===== src/rtl/rotate_angle_cordic.sv =====
// rotate_angle_cordic
//   Converts an unsigned rotation phase into the signed sin/cos coefficient
//   pair consumed by the frame rotator. A computation starts on a snooped
//   FRAME_END (or a force_update pulse), runs one CORDIC micro-rotation per
//   clock, applies the quadrant map, rounds/saturates and commits, so fresh
//   coefficients are stable before the next FRAME_START.
//   Output fixed point: 1.0 = 2^(ANGLE_WIDTH-2).
//
// Ports
//   clk          clock
//   resetb       asynchronous active-low reset
//   enable       low forces identity outputs (sin=0, cos=ONE) and aborts work
//   dvi, dtypei  stream valid/dtype, snooped for FRAME_END only
//   phase        rotation angle, 2^PHASE_WIDTH = 360 degrees
//   force_update one-cycle pulse, starts a computation immediately
//   sin_theta    signed sine coefficient
//   cos_theta    signed cosine coefficient
//   busy         high while a computation is in flight
//   done         one-cycle pulse when sin/cos are updated

`ifndef DTYPE_WIDTH
`define DTYPE_WIDTH 4
`endif
`ifndef DTYPE_FRAME_END
`define DTYPE_FRAME_END 4'd2
`endif

module rotate_angle_cordic #(
    parameter int unsigned ANGLE_WIDTH = 10,
    parameter int unsigned PHASE_WIDTH = 16,
    parameter int unsigned INT_WIDTH   = 18,
    parameter int unsigned ITER        = 12
) (
    input  logic                    clk,
    input  logic                    resetb,
    input  logic                    enable,
    input  logic                    dvi,
    input  logic [`DTYPE_WIDTH-1:0] dtypei,
    input  logic [PHASE_WIDTH-1:0]  phase,
    input  logic                    force_update,
    output logic [ANGLE_WIDTH-1:0]  sin_theta,
    output logic [ANGLE_WIDTH-1:0]  cos_theta,
    output logic                    busy,
    output logic                    done
);

    localparam int unsigned ZW   = PHASE_WIDTH + 2;
    localparam int unsigned SH   = INT_WIDTH - ANGLE_WIDTH;
    localparam int unsigned IDXW = (ITER > 1) ? $clog2(ITER) : 1;

    localparam logic signed [ANGLE_WIDTH-1:0] ONE_O  = ANGLE_WIDTH'(2 ** (ANGLE_WIDTH - 2));
    localparam logic signed [INT_WIDTH-1:0]   SAT_HI = INT_WIDTH'(2 ** (ANGLE_WIDTH - 2));
    localparam logic signed [INT_WIDTH-1:0]   SAT_LO = -SAT_HI;
    localparam logic signed [INT_WIDTH-1:0]   HALF   = INT_WIDTH'(2 ** (SH - 1));
    // Pre-scaled by the CORDIC gain so the result needs no final multiply.
    localparam logic signed [INT_WIDTH-1:0]   X_INIT =
        INT_WIDTH'($rtoi(0.607252935 * (2.0 ** (INT_WIDTH - 2)) + 0.5));

    // atan(2^-k) as a fraction of a full turn.
    function automatic real atan_frac(input int unsigned k);
        case (k)
            0:       return 0.125;
            1:       return 0.0737918088252;
            2:       return 0.0389895421812;
            3:       return 0.0197917336883;
            4:       return 0.0099342214096;
            5:       return 0.0049719343326;
            6:       return 0.0024865840373;
            7:       return 0.0012433540340;
            8:       return 0.0006216950195;
            9:       return 0.0003108496304;
            10:      return 0.0001554248911;
            11:      return 0.0000777124540;
            default: return 1.0 / ((2.0 ** k) * 6.283185307179586);
        endcase
    endfunction

    function automatic logic [ITER*ZW-1:0] build_atan();
        logic [ITER*ZW-1:0] t;
        t = '0;
        for (int unsigned k = 0; k < ITER; k++) begin
            t[k*ZW +: ZW] = ZW'($rtoi(atan_frac(k) * (2.0 ** PHASE_WIDTH) + 0.5));
        end
        return t;
    endfunction

    localparam logic [ITER*ZW-1:0] ATAN_TAB = build_atan();

    // Round half up to the output grid, then clamp to [-ONE, +ONE].
    function automatic logic signed [ANGLE_WIDTH-1:0] scale_sat(input logic signed [INT_WIDTH-1:0] v);
        logic signed [INT_WIDTH-1:0] r;
        r = (v + HALF) >>> SH;
        if (r > SAT_HI) begin
            return ONE_O;
        end else if (r < SAT_LO) begin
            return -ONE_O;
        end
        return r[ANGLE_WIDTH-1:0];
    endfunction

    typedef enum logic [1:0] {S_IDLE, S_CALC, S_MAP} state_t;

    state_t                         state_q;
    logic signed [INT_WIDTH-1:0]    x_q, y_q;
    logic signed [ZW-1:0]           z_q;
    logic [1:0]                     quad_q;
    logic [IDXW-1:0]                iter_q;
    logic signed [ANGLE_WIDTH-1:0]  sin_q, cos_q;
    logic                           busy_q, done_q;

    logic                           trig;
    logic                           dir;
    logic signed [INT_WIDTH-1:0]    x_sh, y_sh, x_d, y_d;
    logic signed [ZW-1:0]           atan_i, z_d, z0;
    logic signed [INT_WIDTH-1:0]    c_map, s_map;
    logic signed [ANGLE_WIDTH-1:0]  sin_d, cos_d;

    assign trig = (dvi && (dtypei == `DTYPE_FRAME_END)) || force_update;
    assign z0   = {4'b0000, phase[PHASE_WIDTH-3:0]};

    always_comb begin
        dir    = ~z_q[ZW-1];
        x_sh   = x_q >>> iter_q;
        y_sh   = y_q >>> iter_q;
        atan_i = $signed(ATAN_TAB[int'(iter_q)*ZW +: ZW]);
        x_d    = dir ? (x_q - y_sh) : (x_q + y_sh);
        y_d    = dir ? (y_q + x_sh) : (y_q - x_sh);
        z_d    = dir ? (z_q - atan_i) : (z_q + atan_i);

        case (quad_q)
            2'd0:    begin c_map = x_q;  s_map = y_q;  end
            2'd1:    begin c_map = -y_q; s_map = x_q;  end
            2'd2:    begin c_map = -x_q; s_map = -y_q; end
            default: begin c_map = y_q;  s_map = -x_q; end
        endcase
        cos_d = scale_sat(c_map);
        sin_d = scale_sat(s_map);
    end

    always_ff @(posedge clk or negedge resetb) begin
        if (!resetb) begin
            state_q <= S_IDLE;
            x_q     <= '0;
            y_q     <= '0;
            z_q     <= '0;
            quad_q  <= '0;
            iter_q  <= '0;
            sin_q   <= '0;
            cos_q   <= ONE_O;
            busy_q  <= 1'b0;
            done_q  <= 1'b0;
        end else begin
            done_q <= 1'b0;
            if (!enable) begin
                state_q <= S_IDLE;
                busy_q  <= 1'b0;
                sin_q   <= '0;
                cos_q   <= ONE_O;
            end else begin
                case (state_q)
                    S_IDLE: begin
                        if (trig) begin
                            quad_q  <= phase[PHASE_WIDTH-1:PHASE_WIDTH-2];
                            z_q     <= z0;
                            x_q     <= X_INIT;
                            y_q     <= '0;
                            iter_q  <= '0;
                            state_q <= S_CALC;
                            busy_q  <= 1'b1;
                        end
                    end
                    S_CALC: begin
                        x_q <= x_d;
                        y_q <= y_d;
                        z_q <= z_d;
                        if (iter_q == IDXW'(ITER - 1)) begin
                            state_q <= S_MAP;
                        end else begin
                            iter_q <= iter_q + 1'b1;
                        end
                    end
                    S_MAP: begin
                        sin_q   <= sin_d;
                        cos_q   <= cos_d;
                        done_q  <= 1'b1;
                        busy_q  <= 1'b0;
                        state_q <= S_IDLE;
                    end
                    default: begin
                        state_q <= S_IDLE;
                        busy_q  <= 1'b0;
                    end
                endcase
            end
        end
    end

    assign sin_theta = sin_q;
    assign cos_theta = cos_q;
    assign busy      = busy_q;
    assign done      = done_q;

endmodule

===== config.mk =====
export PLATFORM = sky130hd
export DESIGN_NAME = rotate_angle_cordic
export DESIGN_NICKNAME = d
export VERILOG_FILES = /design/src/rtl/rotate_angle_cordic.sv
export SDC_FILE = /design/constraint.sdc
export NUM_CORES = 1
export LEC_CHECK = 0
export BUFFER_PORTS_ARGS = -buffer_cell sky130_fd_sc_hd__buf_2
export CORE_AREA = 2 2 139 141
export CTS_CLUSTER_SIZE = 8
export DETAILED_ROUTE_END_ITERATION = 8
export DIE_AREA = 0 0 141 143
export PLACE_DENSITY = 0.86
export SLEW_MARGIN = 10
export SYNTH_ARGS = -nofsm -noshare
export SYNTH_HDL_FRONTEND = slang
export SYNTH_SLANG_ARGS = --single-unit

===== constraint.sdc =====
create_clock -name clk -period 5.35 [get_ports clk]
set_input_delay 1.3375 -clock clk [delete_from_list [all_inputs] [get_ports clk]]
set_output_delay 1.3375 -clock clk [all_outputs]
set_load 0.05 [all_outputs]

==> summary.md <==
| Metric | Value |
|---|---|
| Most frequent cells in the layout | `nand2_1 (133), nor2_1 (97), a21oi_1 (96)` |
| Clk Latency, worst-skew pair | `360 ps` |
| Drt first-iter violations | `1140` |
| Top-Level Pins | `47` |
| Post-route ant nets | `0` |
| MaxCap Viol Count | `0` |
| Asr flop ratio synth | `100.0%` |
| Post-Synthesis Cell Area | `10600 sq um` |
| Vias/cell | `6.693` |
| Row Count | `50` |
| RePlAce Congestion | `1.031` |
| # setup viols final | `0` |
| Final Critical Period | `4983 ps` |
| Final worst path period share | `93.14%` |
| Setup CP Type | `register to register` |
| Worst path top cell family by delay | `compound AO/OA/AOI/OAI gates` |
| Number of synthesized flops with an enable pin | `0` |
| Adder-Cell Fraction of Synth Area | `8.000%` |
| Met2 Resource Use GR | `51.50%` |
| Mapped Avg Cell Area | `8.182 sq um` |
| Post-synthesis mux area share | `14.42%` |
| Post-synthesis cell type count | `95` |
| Gr busiest metal | `met2` |
| Synthesized net count | `1387` |
| Vias in the first global route | `9616` |
| Critical Path End Type | `register` |
| Initial Util | `57.07%` |
| Buffers plus inverters on the worst setup path | `3` |
| Port bufs | `46` |
| CTS tree | `done` |
| Die height | `143 um` |
| DRC Markers | `0` |
| Most common flop cell mapped by yosys | `dfrtp_1` |
| Largest family of logic cells by synthesized area | `compound AO/OA/AOI/OAI gates` |
| Number of instances in the placed design | `1535` |
| Routing usage on met1 | `39.80%` |
| Max stage delay on crit path | `630 ps` |
| Initial antenna violation count | `0` |
| Via count | `10390` |
| Sequential area share after synthesis | `19.83%` |
| Nets | `1404` |
| Antenna cells | `0` |
| First-pass GRT wire length | `50.03 mm` |
| All-Layer GR Usage | `31.23%` |
| TritonCTS sink count | `84` |
| Clk buf depth | `2` |
| Hold_buf cts | `0` |
| Setup TNS | `0 ps` |
| Commonest non-fill, non-tap cell in the layout | `nand2_1` |
| Finished Layout Cells | `1552` |
| Synth Area in Compound Gates | `24.11%` |
| FF+latch count, synth | `84` |
| Post-DR wirelength/cell | `20.16 um` |
| Final hold viol count | `0` |
| Slew HR | `34.04%` |
| CP required | `5570 ps` |
| Maximum fanout along the worst path | `21` |
| Critical path, cell by cell | `buf_4 -> nor2b_1 -> a22oi_1 -> nand2_1 -> a21oi_1 -> inv_1 -> ha_1 -> nor2_1 -> xor2_1 -> ha_1 -> nor2b_1 -> o21ai_0 -> nand2b_1 -> a21o_1 -> a31o_2 -> a2111oi_0 -> buf_4 -> o311ai_0 -> a21oi_1 -> xor2_1 -> o21ai_0` |
| CTS clk-pin slew, worst paths | `70 ps` |
| Nature of the critical path startpoint | `register` |
| H-tree depth | `3` |
| CTS Buf Count | `9` |
| CP max-delay cell | `dfrtp_4` |
| Die span in x | `141 um` |
| Simple-gate portion of the synthesized area | `19.72%` |
| Status | `finished clean` |
| HP Class | `register to register` |
| DRT Wirelength | `31.30 mm` |
| Pre-antenna DRT Iters | `7` |
| Layout Area Growth over Synthesis | `8.802%` |
| Share of cells above drive strength 1 | `16.92%` |
| WHS | `461.7 ps` |
| GR Util met3 | `6.237%` |
| Worst-margin pin slew | `989.4 ps` |
| Total gr overflow | `0` |
| Unrepaired setup endpoints after global routing | `false` |
| Largest net degree at the start of global routing | `51` |
| Root Driver | `clkbuf_16` |
| Slew Viols, Final | `0` |
| XOR/XNOR Fraction of Synth Area | `8.590%` |
| Die ar. | `20160 sq um` |
| Mapped Cells | `1296` |
| Synthesis warning total | `0` |
| Core area | `18580 sq um` |
| Worst Path Arrival | `5200 ps` |
| HPWL Detailed | `23.49 mm` |
| Fmax | `200.7 MHz` |
| Max Clock Skew | `9.268 ps` |
[per-stage QoR]
step                      setup WS (ps)  util, %  area, sq um
final                             366.8    62.09        11540
after global routing              51.39    62.09        11540
after CTS                         173.8    61.80        11480
after detailed placement          179.3    60.07        11160
after global placement            299.2    60.07        11160
after floorplan                   213.7        -        10600
[Yosys cell counts (11+ instances only)]
master / instances / area share (%)
nand2_1: 133 / 4.7
nor2_1: 97 / 3.4
a21oi_1: 96 / 4.5
dfrtp_1: 83 / 20
o21ai_0: 81 / 3.8
clkbuf_1: 64 / 2.3
ha_1: 63 / 7.4
xnor2_1: 59 / 4.9
inv_1: 46 / 1.6
xor2_1: 45 / 3.7
mux4_2: 38 / 8.1
mux2i_1: 32 / 3.0
nor3_1: 30 / 1.4
nand3_1: 25 / 1.2
nand2b_1: 23 / 1.4
mux2_2: 22 / 2.3
a21o_1: 17 / 1.2
a31oi_1: 17 / 1.0
and3_1: 17 / 1.0
o211ai_1: 16 / 1.1
o22ai_1: 16 / 0.94
buf_1: 15 / 0.53
nor2b_1: 15 / 0.88
or3_1: 15 / 0.88
or2_2: 14 / 0.83
o31ai_1: 12 / 0.85
buf_2: 11 / 0.52
[timing repair]
item	4_1_cts	5_1_grt
endpoints found under the setup margin	0	5
buffers inserted	0	1
resized for setup	0	12
[worst register-to-register path: cells and delay by family (launching register included)]
kind / cells / cell delay (ps)
buffers and inverters: 3 / 540
AO/OA/AOI/OAI: 9 / 1800
adder cells (fa/ha/maj): 2 / 620
AND/OR/NAND/NOR: 5 / 920
XOR/XNOR: 2 / 340
flip-flops: 1 / 630
[logic make-up after synthesis]
| logic type | Yosys count |
|---|---|
| flip-flops | 84 |
| adder cells (fa/ha/maj) | 66 |
| AND/OR/NAND/NOR | 424 |
| AO/OA/AOI/OAI | 381 |
| multiplexers | 96 |
| buffers and inverters | 141 |
| XOR/XNOR | 104 |
[final timing paths]
| path | slack (ps) | depth (start not counted) | end | from |
|---|---|---|---|---|
| min | 460 | 2 | cos_theta[8] | cos_theta[8] |
| max reg2reg | 370 | 21 | x_q[16] | iter_q[1] |
| max | 370 | 21 | x_q[16] | iter_q[1] |
| min in group asynchronous | 1000 | 1 | cos_theta[9] | resetb |
| max in group asynchronous | 3350 | 2 | iter_q[1] | resetb |
| min reg2reg | 460 | 2 | cos_theta[8] | cos_theta[8] |
[metal layers]
layer  share of wire (%)  vias up
li1                    -     4829
met1                  40     4910
met2                  47      533
met3                 9.0      116
met4                 4.6        0
met5                   0        -
[registers in the layout, summed over array words and instances (netlist names)]
name / flops
state_q: 2
z_q: 18
done: 1
x_q: 18
sin_theta: 10
quad_q: 2
cos_theta: 10
busy: 1
iter_q: 4
y_q: 18
[layout make-up]
| type | count | area, sq um |
|---|---|---|
| Timing Repair Buffer | 99 | 650.6 |
| Inverter | 48 | 183.9 |
| Fill cell | 1612 | 7043 |
| Multi-Input combinational cell | 1071 | 7975 |
| Tap cell | 234 | 292.8 |
| Sequential cell | 84 | 2113 |
| Clock inverter | 7 | 96.34 |
| Clock buffer | 9 | 225.2 |
Power is left out: the tool's default activity adds up to more than one toggle a clock period on the data nets, which glitch-free logic cannot reach.
